File: src/rtl/cp_tx_sequencer_if.sv
// Signal bundle between a comms-processor TX sequencer and its GPP/interconnect peers.
// master = the sequencer, slave = the environment that feeds it words and acks.
interface cp_tx_if #(
    parameter int DEPTH = 16
);
    localparam int CW = $clog2(DEPTH + 1);

    logic [15:0]   node_id;
    logic [15:0]   max_node;
    logic [15:0]   dest_id;
    logic          gpp_trf_dp;
    logic [15:0]   gpp_tx_data;
    logic [31:0]   control_rx_packet;
    logic [31:0]   control_tx_packet;
    logic [31:0]   data_tx_packet;
    logic          tx_busy;
    logic          tx_done;
    logic          tx_fail;
    logic          tx_overflow;
    logic [CW-1:0] word_count;

    modport master (
        input  node_id, max_node, dest_id, gpp_trf_dp, gpp_tx_data, control_rx_packet,
        output control_tx_packet, data_tx_packet, tx_busy, tx_done, tx_fail,
               tx_overflow, word_count
    );

    modport slave (
        output node_id, max_node, dest_id, gpp_trf_dp, gpp_tx_data, control_rx_packet,
        input  control_tx_packet, data_tx_packet, tx_busy, tx_done, tx_fail,
               tx_overflow, word_count
    );
endinterface

File: src/rtl/cp_tx_sequencer.sv
// Transmit sequencer: buffers GPP words, requests a destination, waits for its ack
// (with bounded retry), then streams the buffered words as data packets.
module cp_tx_sequencer #(
    parameter int DEPTH     = 16,
    parameter int TIMEOUT   = 64,
    parameter int MAX_RETRY = 3
) (
    input  logic      clk,
    input  logic      rst,
    cp_tx_if.master   bus
);
    localparam int AW = $clog2(DEPTH);
    localparam int CW = $clog2(DEPTH + 1);
    localparam int TW = $clog2(TIMEOUT);
    localparam int RW = $clog2(MAX_RETRY + 1);
    // Timer reaching TIMEOUT-1 on this step means the request slot (incl. REQ) is used up.
    localparam logic [TW-1:0] TIMER_LAST = TW'(TIMEOUT - 2);
    localparam logic [CW-1:0] FULL       = CW'(DEPTH);
    localparam logic [RW-1:0] RETRY_MAX  = RW'(MAX_RETRY);

    typedef enum logic [2:0] {
        S_IDLE, S_REQ, S_WAIT_ACK, S_SEND, S_DONE, S_FAIL
    } state_t;

    state_t        r_state;
    state_t        w_state_next;
    logic [15:0]   r_mem [DEPTH];
    logic [AW-1:0] r_wr_ptr;
    logic [AW-1:0] r_rd_ptr;
    logic [CW-1:0] r_count;
    logic [15:0]   r_dest;
    logic          r_prev_dp;
    logic [TW-1:0] r_timer;
    logic [RW-1:0] r_retry;
    logic [31:0]   r_ctrl_tx;
    logic [31:0]   r_data_tx;
    logic          r_busy;
    logic          r_done;
    logic          r_fail;
    logic          r_overflow;

    logic [15:0]   w_dest_sel;
    logic          w_dest_ok;
    logic          w_ack;
    logic          w_timeout;
    logic          w_write;
    logic          w_drop;
    logic          w_pop;
    logic          w_start;

    // The destination is checked on the cycle it is latched as well as on retries.
    assign w_dest_sel = (r_state == S_IDLE) ? bus.dest_id : r_dest;
    assign w_dest_ok  = (w_dest_sel != 16'h0) && (w_dest_sel != bus.node_id) &&
                        (w_dest_sel <= bus.max_node);
    assign w_ack      = (bus.control_rx_packet == {r_dest, 16'hFFFF});
    assign w_timeout  = (r_timer == TIMER_LAST);
    assign w_write    = (r_state == S_IDLE) && bus.gpp_trf_dp && (r_count != FULL);
    assign w_drop     = (r_state == S_IDLE) && bus.gpp_trf_dp && (r_count == FULL);
    assign w_start    = r_prev_dp && !bus.gpp_trf_dp && (r_count != '0);
    assign w_pop      = (w_state_next == S_SEND);

    always_comb begin
        w_state_next = r_state;
        case (r_state)
            S_IDLE:     if (w_start) w_state_next = S_REQ;
            S_REQ:      w_state_next = w_dest_ok ? S_WAIT_ACK : S_FAIL;
            S_WAIT_ACK: begin
                if (w_ack)
                    w_state_next = S_SEND;
                else if (w_timeout)
                    w_state_next = (r_retry < RETRY_MAX) ? S_REQ : S_FAIL;
            end
            S_SEND:     if (r_count == '0) w_state_next = S_DONE;
            S_DONE:     w_state_next = S_IDLE;
            S_FAIL:     w_state_next = S_IDLE;
            default:    w_state_next = S_IDLE;
        endcase
    end

    always_ff @(posedge clk) begin
        if (w_write)
            r_mem[r_wr_ptr] <= bus.gpp_tx_data;
    end

    always_ff @(posedge clk) begin
        if (rst) begin
            r_state    <= S_IDLE;
            r_wr_ptr   <= '0;
            r_rd_ptr   <= '0;
            r_count    <= '0;
            r_dest     <= '0;
            r_prev_dp  <= 1'b0;
            r_timer    <= '0;
            r_retry    <= '0;
            r_ctrl_tx  <= '0;
            r_data_tx  <= '0;
            r_busy     <= 1'b0;
            r_done     <= 1'b0;
            r_fail     <= 1'b0;
            r_overflow <= 1'b0;
        end else begin
            r_state   <= w_state_next;
            r_prev_dp <= bus.gpp_trf_dp;
            r_busy    <= (w_state_next != S_IDLE);
            r_done    <= (w_state_next == S_DONE);
            r_fail    <= (w_state_next == S_FAIL);
            r_timer   <= (r_state == S_WAIT_ACK) ? r_timer + TW'(1) : '0;

            if (r_state == S_IDLE && w_state_next == S_REQ)
                r_dest <= bus.dest_id;

            if (r_state == S_WAIT_ACK && w_state_next == S_REQ)
                r_retry <= r_retry + RW'(1);
            else if (r_state == S_DONE || r_state == S_FAIL)
                r_retry <= '0;

            r_ctrl_tx <= (w_state_next == S_REQ && w_dest_ok) ?
                         {bus.node_id, 16'(r_count)} : '0;
            r_data_tx <= w_pop ? {bus.node_id, r_mem[r_rd_ptr]} : '0;

            if (r_state != S_IDLE && w_state_next == S_IDLE)
                r_overflow <= 1'b0;
            else if (w_drop)
                r_overflow <= 1'b1;

            // Writes only happen in IDLE and pops only in SEND, so they never coincide.
            if (r_state == S_FAIL) begin
                r_wr_ptr <= '0;
                r_rd_ptr <= '0;
                r_count  <= '0;
            end else if (w_write) begin
                r_wr_ptr <= r_wr_ptr + AW'(1);
                r_count  <= r_count + CW'(1);
            end else if (w_pop) begin
                r_rd_ptr <= r_rd_ptr + AW'(1);
                r_count  <= r_count - CW'(1);
            end
        end
    end

    assign bus.control_tx_packet = r_ctrl_tx;
    assign bus.data_tx_packet    = r_data_tx;
    assign bus.tx_busy           = r_busy;
    assign bus.tx_done           = r_done;
    assign bus.tx_fail           = r_fail;
    assign bus.tx_overflow       = r_overflow;
    assign bus.word_count        = r_count;
endmodule

File: src/flat_wrapper.sv
// flat-port wrapper written by rule: the top's interface ports become plain ports
module cp_tx_sequencer_flat 
#(
    parameter int DEPTH     = 16,
    parameter int TIMEOUT   = 64,
    parameter int MAX_RETRY = 3
)
  (clk, rst, bus_node_id, bus_max_node, bus_dest_id, bus_gpp_trf_dp, bus_gpp_tx_data, bus_control_rx_packet, bus_control_tx_packet, bus_data_tx_packet, bus_tx_busy, bus_tx_done, bus_tx_fail, bus_tx_overflow, bus_word_count);
  cp_tx_if #(.DEPTH(DEPTH)) bus_i ();
  input  logic clk;
  input  logic rst;
  input wire logic [$bits(bus_i.node_id)-1:0] bus_node_id;
  input wire logic [$bits(bus_i.max_node)-1:0] bus_max_node;
  input wire logic [$bits(bus_i.dest_id)-1:0] bus_dest_id;
  input wire logic [$bits(bus_i.gpp_trf_dp)-1:0] bus_gpp_trf_dp;
  input wire logic [$bits(bus_i.gpp_tx_data)-1:0] bus_gpp_tx_data;
  input wire logic [$bits(bus_i.control_rx_packet)-1:0] bus_control_rx_packet;
  output wire logic [$bits(bus_i.control_tx_packet)-1:0] bus_control_tx_packet;
  output wire logic [$bits(bus_i.data_tx_packet)-1:0] bus_data_tx_packet;
  output wire logic [$bits(bus_i.tx_busy)-1:0] bus_tx_busy;
  output wire logic [$bits(bus_i.tx_done)-1:0] bus_tx_done;
  output wire logic [$bits(bus_i.tx_fail)-1:0] bus_tx_fail;
  output wire logic [$bits(bus_i.tx_overflow)-1:0] bus_tx_overflow;
  output wire logic [$bits(bus_i.word_count)-1:0] bus_word_count;
  assign bus_i.node_id = bus_node_id;
  assign bus_i.max_node = bus_max_node;
  assign bus_i.dest_id = bus_dest_id;
  assign bus_i.gpp_trf_dp = bus_gpp_trf_dp;
  assign bus_i.gpp_tx_data = bus_gpp_tx_data;
  assign bus_i.control_rx_packet = bus_control_rx_packet;
  assign bus_control_tx_packet = bus_i.control_tx_packet;
  assign bus_data_tx_packet = bus_i.data_tx_packet;
  assign bus_tx_busy = bus_i.tx_busy;
  assign bus_tx_done = bus_i.tx_done;
  assign bus_tx_fail = bus_i.tx_fail;
  assign bus_tx_overflow = bus_i.tx_overflow;
  assign bus_word_count = bus_i.word_count;
  cp_tx_sequencer #(.DEPTH(DEPTH), .TIMEOUT(TIMEOUT), .MAX_RETRY(MAX_RETRY)) u_core (.clk(clk), .rst(rst), .bus(bus_i));
endmodule
File: config.mk
export PLATFORM = sky130hd
export DESIGN_NAME = cp_tx_sequencer_flat
export DESIGN_NICKNAME = d
export VERILOG_FILES = /design/src/rtl/cp_tx_sequencer_if.sv /design/src/rtl/cp_tx_sequencer.sv /design/src/flat_wrapper.sv
export SDC_FILE = /design/constraint.sdc
export NUM_CORES = 1
export LEC_CHECK = 0
export ABC_AREA = 1
export CORE_UTILIZATION = 49
export DETAILED_ROUTE_END_ITERATION = 10
export GPL_TIMING_DRIVEN = 1
export PLACE_DENSITY = 0.68
export SETUP_SLACK_MARGIN = 0.3
export SYNTH_ARGS = -nofsm -noshare
export SYNTH_HDL_FRONTEND = slang
export SYNTH_SLANG_ARGS = --single-unit
File: constraint.sdc
create_clock -name clk -period 4.2 [get_ports clk]
set_clock_uncertainty 0.1 [all_clocks]
set_input_delay 1.26 -clock clk [delete_from_list [all_inputs] [get_ports clk]]
set_output_delay 1.26 -clock clk [all_outputs]
set_load 0.1 [all_outputs]
==> impl_metrics.env <==
export IMPL_post_cts_buffers=0
export IMPL_ioPinCount=172
export IMPL_critPathMaxStageDelay_ps=400
export IMPL_maxCapViolations=0
export IMPL_grt_pass1_wl_mm=55.9
export IMPL_cts_root_buf="clkbuf_16"
export IMPL_start_kind="input pin"
export IMPL_p_leak_nw=6.91
export IMPL_path_common_cell="nand2_1"
export IMPL_max_slew_margin_rel_pct=29.9
export IMPL_whs_path_depth=1
export IMPL_reg2reg_depth=22
export IMPL_gr_usage_all_layers_pct=23.4
export IMPL_die_w_microns=177
export IMPL_dr_first_iter_drc_count=772
export IMPL_yosysMostFrequentCell="edfxtp_1"
export IMPL_yosys_top_cells_count="256 x edfxtp_1, 179 x inv_1, 144 x nand2_1, 140 x nor2_1, 119 x o21ai_0"
export IMPL_die_y_microns=177
export IMPL_finalCritPeriodShare_pct=85.5
export IMPL_required_ps=4500
export IMPL_yosysTopAreaCellShare_pct=51.0
export IMPL_fin_tns_setup_ps=0
export IMPL_cts_sinks=354
export IMPL_synth_area_leaders="edfxtp_1 51%, dfxtp_1 13%, inv_1 4.5%, mux2i_1 4.3%, o21ai_0 4.0%"
export IMPL_cts_hold_buf=0
export IMPL_hold_class="flop to flop"
export IMPL_seq_area_sq_mm=0.00966
export IMPL_dp_hpwl_mm=23.2
export IMPL_gp_congestion=0.999
export IMPL_start_util_pct=50.3
export IMPL_clk_latency_ps=510
export IMPL_cp_slowest_cell="clkdlybuf4s50_1"
export IMPL_ys_warn_count=0
export IMPL_clk_pin_slew_ps=60
export IMPL_drc_errors=0
export IMPL_yosysTopAreaCell="edfxtp_1"
export IMPL_end_kind="flop"
export IMPL_die_area_sq_mm=0.0314
export IMPL_core_area_sq_mm=0.0300
export IMPL_drt_total_wl_mm=36.2
export IMPL_multiInputGateArea_sq_mm=0.00444
export IMPL_crit_path_cell_trace="clkdlybuf4s50_1 -> inv_1 -> nand3_1 -> nand2_1 -> inv_1 -> ha_1 -> nand2_1 -> nor2_1 -> nand2_1 -> nand2_1 -> nand2_1 -> a21oi_1 -> nor2_2 -> nand2_1 -> nand2_1 -> nand2_2 -> nand2_2 -> buf_4 -> nand2_1 -> inv_1 -> nor2_1 -> nor2_1"
export IMPL_ctsResizeCount=0
export IMPL_io_buffers=160
export IMPL_gr_total_overflow=0
export IMPL_drv_slew=0
export IMPL_grt_pass1_vias=10100
export IMPL_worstPathArrival_ps=3890
export IMPL_fmax_mhz=279
export IMPL_htreeDepth=2
export IMPL_synth_seq_cells=354
export IMPL_drtPass1Iterations=6
export IMPL_antenna_found_initial=0
export IMPL_crit_cells=22
export IMPL_rsz0062_at_grt="no"
export IMPL_p_per_area_mw_per_mm2=456
export IMPL_synthArstFlopShare_pct=0
export IMPL_period_minus_slack_ps=3590
export IMPL_synth_seq_area_share_pct=64.1
export IMPL_ant_nets=0
export IMPL_final_util_pct=61.4
export IMPL_outcome="completed"
export IMPL_cts_tree="yes"
export IMPL_grt_max_degree=79
export IMPL_row_count=63
export IMPL_critPathKind="input pin to flop"
export IMPL_syn_area_sq_mm=0.0151
export IMPL_post_drt_wl_per_cell_microns=18.3
export IMPL_worst_path_buf_inv=5
export IMPL_syn_inst=1391
export IMPL_nFillCells=2421
export IMPL_critPathMaxFanout=6
export IMPL_layout_drive_gt1_share_pct=7.73
export IMPL_via_per_inst=5.30
export IMPL_ys_types=37
export IMPL_hold_violations=0
export IMPL_critPathTopFamily="simple AND/OR/NAND/NOR gates"
export IMPL_synth_edf_count=256
export IMPL_area_delta_synth_final_pct=22.0
export IMPL_numCtsBuffers=37
export IMPL_finalSetupViolations=0
export IMPL_synthFlopType="edfxtp_1"
export IMPL_fin_nets=1690
export IMPL_syn_area_per_cell_sq_um=10.8
export IMPL_clk_path_buf_depth=3
export IMPL_tightest_slew_ps=1050
export IMPL_vias=10500
export IMPL_irDropWorstVdd_uv=408
## per-layer routing
| metal | part of all wire, % | GRT usage [%] |
|---|---|---|
| met4 | 1.9 | 5.80 |
| met2 | 49 | 40.7 |
| met5 | 0 | 0 |
| met1 | 44 | 31.0 |
| met3 | 5.8 | 2.83 |
## placed cells by master (no fill, tap or decap), drive strengths merged
cell	instances
o211ai	49
a21o	1
nor2	142
nand2	149
dfxtp	98
edfxtp	256
clkinvlp	1
bufinv	2
or2	2
ha	27
a211oi	1
clkdlybuf4s50	155
clkinv	5
mux2	1
diode	1
nor3b	1
nor4	1
nand3	56
clkbuf	58
o21ai	121
fa	1
a31oi	18
xnor2	6
buf	42
nand3b	2
o21a	1
nand4	14
a21oi	103
nor3	7
inv	182
xor2	14
conb	11
mux2i	64
## where the power goes
group / total (mW) / internal [mW] / leakage [nW] / switching, mW
combinational: 1.21 / 0.386 / 3.21 / 0.824
sequential: 3.94 / 3.87 / 3.11 / 0.0661
clock: 3.24 / 1.95 / 0.596 / 1.29
## through the flow
step | setup WS [ps] | hold slack [ps] | total power, mW | cell area (sq um) | cells
2_1_floorplan | 922 | 330 | 4.84 | 15100 | 1401
3_3_place_gp | 140 | 344 | 5.20 | 17100 | 1914
3_5_place_dp | 98.7 | 355 | 5.22 | 17100 | 1914
4_1_cts | 612 | 369 | 8.43 | 18400 | 1981
5_1_grt | 305 | 405 | 8.70 | 18400 | 1981
6_report | 610 | 377 | 8.39 | 18400 | 1982
## cell families (layout without fill, tap and decap cells)
kind of cell	count (synthesis)	in the layout	share of synthesized area, %
muxes	65	65	4.33
buffers and inverters	255	445	6.89
and+or+nand+nor	374	374	10.4
adders and majority gates	28	28	2.38
xor gates and xnor gates	20	20	1.16
AOI/OAI and AO/OA	294	294	10.8
DFF	354	354	64.1
other	1	12	0.0249
## registers in the layout, summed over array words and instances, names as in the netlist
| signal | cells |
|---|---|
| u_core.bus.control_tx_packet | 21 |
| u_core.bus.data_tx_packet | 32 |
| u_core.bus.tx_busy | 1 |
| u_core.bus.tx_done | 1 |
| u_core.bus.tx_fail | 1 |
| u_core.bus.tx_overflow | 1 |
| u_core.bus.word_count | 5 |
| u_core.r_dest | 16 |
| u_core.r_mem | 256 |
| u_core.r_prev_dp | 1 |
| u_core.r_rd_ptr | 4 |
| u_core.r_retry | 2 |
| u_core.r_state | 3 |
| u_core.r_timer | 6 |
| u_core.r_wr_ptr | 4 |
## worst reg2reg max path: stages (launching register included)
cell and delay (ps):
dfxtp_1 480, nor2_4 50, nand2_2 360, nand2_1 200, nand2_1 150, inv_1 60, ha_1 260, nand2_1 60
nor2_1 150, nand2_1 70, nand2_1 70, nand2_1 50, a21oi_1 150, nor2_2 70, nand2_1 100, nand2_1 70
nand2_2 110, nand2_2 70, buf_4 160, nand2_1 130, inv_1 110, nor2_1 120, nor2_1 60
## path summary, 6_finish.rpt
kind	to	start	slack, ps
max	u_core.bus.word_count[1]	bus_dest_id[6]	610
min	u_core.r_timer[0]	u_core.r_timer[0]	380
max reg2reg	u_core.bus.word_count[1]	u_core.r_state[2]	880
min reg2reg	u_core.r_timer[0]	u_core.r_timer[0]	380
## final cells by class
class                           count  share of cell area [%]
Antenna cell                        1                  0.0136
Clock buffer                       58                    6.04
Clock inverter                      9                   0.599
Inverter                          181                    3.70
Multi-Input combinational cell    792                    24.2
Sequential cell                   354                    52.5
Tap cell                          390                    2.65
Timing Repair Buffer              197                    10.3
No activity file was read; power rests on OpenSTA's default activity.
==> RTL edit 1: new RTL, same settings <==
Take the reset off `r_data_tx` and load it in a clocked block of its own.
--- a/src/rtl/cp_tx_sequencer.sv
+++ b/src/rtl/cp_tx_sequencer.sv
@@ -94,5 +94,4 @@
             r_retry    <= '0;
             r_ctrl_tx  <= '0;
-            r_data_tx  <= '0;
             r_busy     <= 1'b0;
             r_done     <= 1'b0;
@@ -117,5 +116,4 @@
             r_ctrl_tx <= (w_state_next == S_REQ && w_dest_ok) ?
                          {bus.node_id, 16'(r_count)} : '0;
-            r_data_tx <= w_pop ? {bus.node_id, r_mem[r_rd_ptr]} : '0;
 
             if (r_state != S_IDLE && w_state_next == S_IDLE)
@@ -139,4 +137,8 @@
     end
 
+    always_ff @(posedge clk) begin
+        r_data_tx <= w_pop ? {bus.node_id, r_mem[r_rd_ptr]} : '0;
+    end
+
     assign bus.control_tx_packet = r_ctrl_tx;
     assign bus.data_tx_packet    = r_data_tx;
Behaviour: not the same (Yosys sat finds a counterexample within 10 cycles, from zero or initial values and one cycle with rst high; the reset may be asserted at any time).
==> RTL edit 1 against the original RTL <==
- sequential power is essentially flat
- global-route usage increased by 0.27 points
- critical path type unchanged
- sequential cell count unchanged
- routed wire length rose by 1.4%
- sequential share of layout area fell by 0.27 points
- die area increased by 0.83%
- total power decreased by 1.9%
- cell area up 0.52%
- clock power is 4% lower
- synthesized area rose by 0.83%
- worst setup slack lost 0.056 ns
==> RTL edit 1: results (changes against the original RTL) <==
metric,value,unit,change
grt_pass1_vias,10400,,+2.3%
yosysUniqueCellTypes,38,,+2.7%
wl_per_cell,18.6,microns,+1.8%
grt_first_pass_wirelength,56900,microns,+1.7%
finalWeightedCongestion,0.838,,-16%
synth_flop_cell,edfxtp_1,,
hpwlAfterDp,22600,microns,-2.6%
layout.nets,1677,,-0.77%
worst_setup_path_endpoint,u_core.bus.control_tx_packet[1],,
final.min_clock_period,3.65,ns,+0.0558 ns
ys_seq_area_share,63.5,%,-0.53 points
drt-initial-drc-count,734,,-4.9%
grt_start_max_net_pins,67,,-15%
placement.setup.worst_slack,0.0327,ns,-0.0661 ns
synthTopCellsByArea,"edfxtp_1, dfxtp_1, inv_1",,
num_antenna_cells,0,,-1
worst-endpoint-arrival,4.00,ns,+0.11 ns
grt_util_all_layers,23.6,%,+0.27 points
detail_route.vias_per_cell,5.30,,about the same
timing.reg2reg.setup_slack,0.74,ns,-0.14 ns
cts_buffers,38,,+2.7%
detailedRoute.firstPassIterationCount,7,,+1
cp_max_fo,12,,+6
worstRegToRegCells,19,,-14%
status,finished clean,,
final_layout_size_suffix_gt1_share,10.4,%,+2.7 points
ys_top_cells_by_count,"edfxtp_1, inv_1, nand2_1",,
RTL edit 1: changes by cell type in the layout (fill, tap and decap cells not counted), sizes merged, moves of 15 or more:
cell,before,now
a31oi,18,0
nand3,56,83
a21oi,103,120
nor2,142,106
o211ai,49,64
o21ai,121,106
RTL edit 1: layout make-up:
cell class                      instances  area [sq um]
Clock buffer                           57          1040
Clock inverter                         12           105
Fill cell                            2450         12000
Inverter                              182           683
Multi-Input combinational cell        773          4550
Sequential cell                       354          9660
Tap cell                              396           495
Timing Repair Buffer                  201          1940
RTL edit 1: routing by layer:
layer	vias to the layer above	part of all wire, %	GRT usage (%)
met1	5029	42	29.9
li1	5087	-	-
met2	293	51	42.1
met4	0	2.1	6.80
met3	58	5.1	3.18
met5	-	0	0
RTL edit 1: through the flow:
step	cells	hold slack [ns]	power, mW	cell area (sq um)
CTS	1969	0.370	8.26	18400
detailed placement	1900	0.355	5.17	17200
floorplan	1385	0.330	4.80	15200
global placement	1900	0.345	5.15	17200
finish	1975	0.365	8.23	18500
global route	1975	0.403	8.55	18500
RTL edit 1: report_power, final:
part,total [mW],internal [mW],switching [mW]
logic,1.18,0.380,0.798
clock network,3.11,1.80,1.32
registers,3.93,3.87,0.0670
total,8.23,6.05,2.18
RTL edit 1: cell families (layout without fill, tap and decap cells):
group | Yosys count | in the layout | synth area share, %
adder cells (fa/ha/maj) | 28 | 28 | 2.36
multiplexers | 64 | 64 | 4.22
AND/OR/NAND/NOR | 358 | 358 | 10.5
buffers and inverters | 258 | 452 | 7.13
flip-flops | 354 | 354 | 63.5
XOR/XNOR | 19 | 19 | 1.10
AO/OA/AOI/OAI | 293 | 293 | 11.1
other | 1 | 11 | 0.0247
RTL edit 1: timing repair:
action                                  in CTS  in global routing
setup buffers                                0                  6
gates resized for setup                      0                  9
endpoints found under the setup margin       0                 28
==> RTL edit 2: new RTL, same flow settings <==
Without the edit above. `MAX_RETRY` is set to 3 in 2 places; all go to 2.
--- a/src/rtl/cp_tx_sequencer.sv
+++ b/src/rtl/cp_tx_sequencer.sv
@@ -4,5 +4,5 @@
     parameter int DEPTH     = 16,
     parameter int TIMEOUT   = 64,
-    parameter int MAX_RETRY = 3
+    parameter int MAX_RETRY = 2
 ) (
     input  logic      clk,
--- a/src/flat_wrapper.sv
+++ b/src/flat_wrapper.sv
@@ -4,5 +4,5 @@
     parameter int DEPTH     = 16,
     parameter int TIMEOUT   = 64,
-    parameter int MAX_RETRY = 3
+    parameter int MAX_RETRY = 2
 )
   (clk, rst, bus_node_id, bus_max_node, bus_dest_id, bus_gpp_trf_dp, bus_gpp_tx_data, bus_control_rx_packet, bus_control_tx_packet, bus_data_tx_packet, bus_tx_busy, bus_tx_done, bus_tx_fail, bus_tx_overflow, bus_word_count);
Check against the original RTL: not settled (the Yosys comparison gave no result); the edit may change what the design does.
==> RTL edit 2 against the original RTL <==
- combinational power fell by 17%
- worst setup slack better by 0.021 ns
- cell area up 0.52%
- sequential cell count is the same
- sequential share of layout area fell by 0.28 points
- routed wire length shrank 1.6%
- via count down 0.63%
- core utilization fell by 0.96 points
- count of clock-buffer cells in the layout fell by 9
- total power down 5.7%
- synthesized area rose by 1.1%
- critical path type unchanged
==> RTL edit 2: results (changes against the original RTL) <==
metric,value,unit,change
cp_max_fo,21,,+15
detail_route.vias_per_cell,5.28,,-0.48%
ys_top_cells_by_count,"edfxtp_1, inv_1, nand2_1",,
detail_route.wirelength,35600,microns,-1.6%
fraction_of_area_in_multi_input_gates,24.8,%,+0.63 points
final.min_clock_period,3.57,ns,-0.0207 ns
worst-endpoint-arrival,3.88,ns,about the same
buffers_excl_clock,202,,+2.5%
finalWeightedCongestion,0.901,,-9.8%
post_synth_fa_ha_maj_area_fraction,2.27,%,-0.11 points
multi_input_gates,782,,-1.3%
clock_area_share,6.07,%,-0.56 points
detailed_place.area,17400,sq um,+1.2%
cellLeakagePower,6.89,nW,-0.37%
grt_util_all_layers,22.5,%,-0.90 points
final.signal_inverter_count,177,,-2.2%
num_antenna_cells,0,,-1
worst_slew_margin_rel,26.9,%,-3.0 points
nFillCells,2451,,+1.2%
ys_seq_area_share,63.3,%,-0.72 points
hold_ws,0.366,ns,-0.0106 ns
gr-usage-met3,3.58,%,+0.75 points
routed-via-count,10400,,-0.63%
yosysUniqueCellTypes,42,,+14%
synth-warning-count,0,,unchanged
synth-compound-area-share,10.9,%,+0.076 points
clk-insertion-delay-late,0.53,ns,+0.02 ns
placement.setup.worst_slack,0.126,ns,+0.0270 ns
area.share.sequential,52.3,%,-0.28 points
layout.nets,1680,,-0.59%
detailedRoute.firstPassIterationCount,5,,-1
critical_path.startpoint,bus_dest_id[7],,
r2r-start,u_core.r_state[0],,
synth.area.mux_share,4.20,%,-0.12 points
gr-usage-met2,37.7,%,-2.9 points
drt-initial-drc-count,912,,+18%
buffer_area_share,10.6,%,+0.29 points
grt_first_pass_wirelength,54200,microns,-3.1%
layout.clock_buffers,49,,-16%
grt_pass1_vias,9715,,-4.1%
multi_input_area,4580,sq um,+3.2%
hpwlAfterDp,22800,microns,-1.8%
max_flop_register,u_core.r_mem,,
worst_setup_path_endpoint,u_core.bus.control_tx_packet[31],,
synthesized_area_per_cell,11.1,sq um,+2.1%
synthTopCellsByArea,"edfxtp_1, dfxtp_1, inv_1",,
vdd_ir_drop_max,366,uV,-10%
gr-usage-met1,30.1,%,-0.92 points
status,finished clean,,
grt_start_max_net_pins,77,,-2.5%
r2r-end,u_core.bus.control_tx_packet[31],,
yosys.area_share.xor_xnor,1.26,%,+0.10 points
RTL edit 2: cell types whose count changed after synthesis, moves of 3 or more:
cell,delta
nand2_2,+12
inv_1,-7
nand2_4,+7
xor2_1,+5
nand2_1,-19
nor2_2,+13
nand3_1,-5
nor2_1,-22
clkbuf_1,-3
xnor2_1,-3
nor2_4,+9
nand4_1,-5
RTL edit 2: worst max-delay path, delay by kind of cell:
kind | cells | cell delay [ns]
adders and majority gates | 1 | 0.29
and+or+nand+nor | 12 | 1.35
buffers and inverters | 6 | 0.89
AOI/OAI and AO/OA | 1 | 0.06
RTL edit 2: report_power, final:
part	internal, mW	total [mW]	switching [mW]
combinational	0.329	1.01	0.677
clock	1.68	3.00	1.32
sequential	3.85	3.90	0.0543
RTL edit 2: per-layer routing:
metal / part of all wire [%] / vias to the layer above
met3: 7.0 / 59
li1: - / 5073
met5: 0 / -
met2: 48 / 386
met1: 43 / 4930
met4: 2.3 / 0
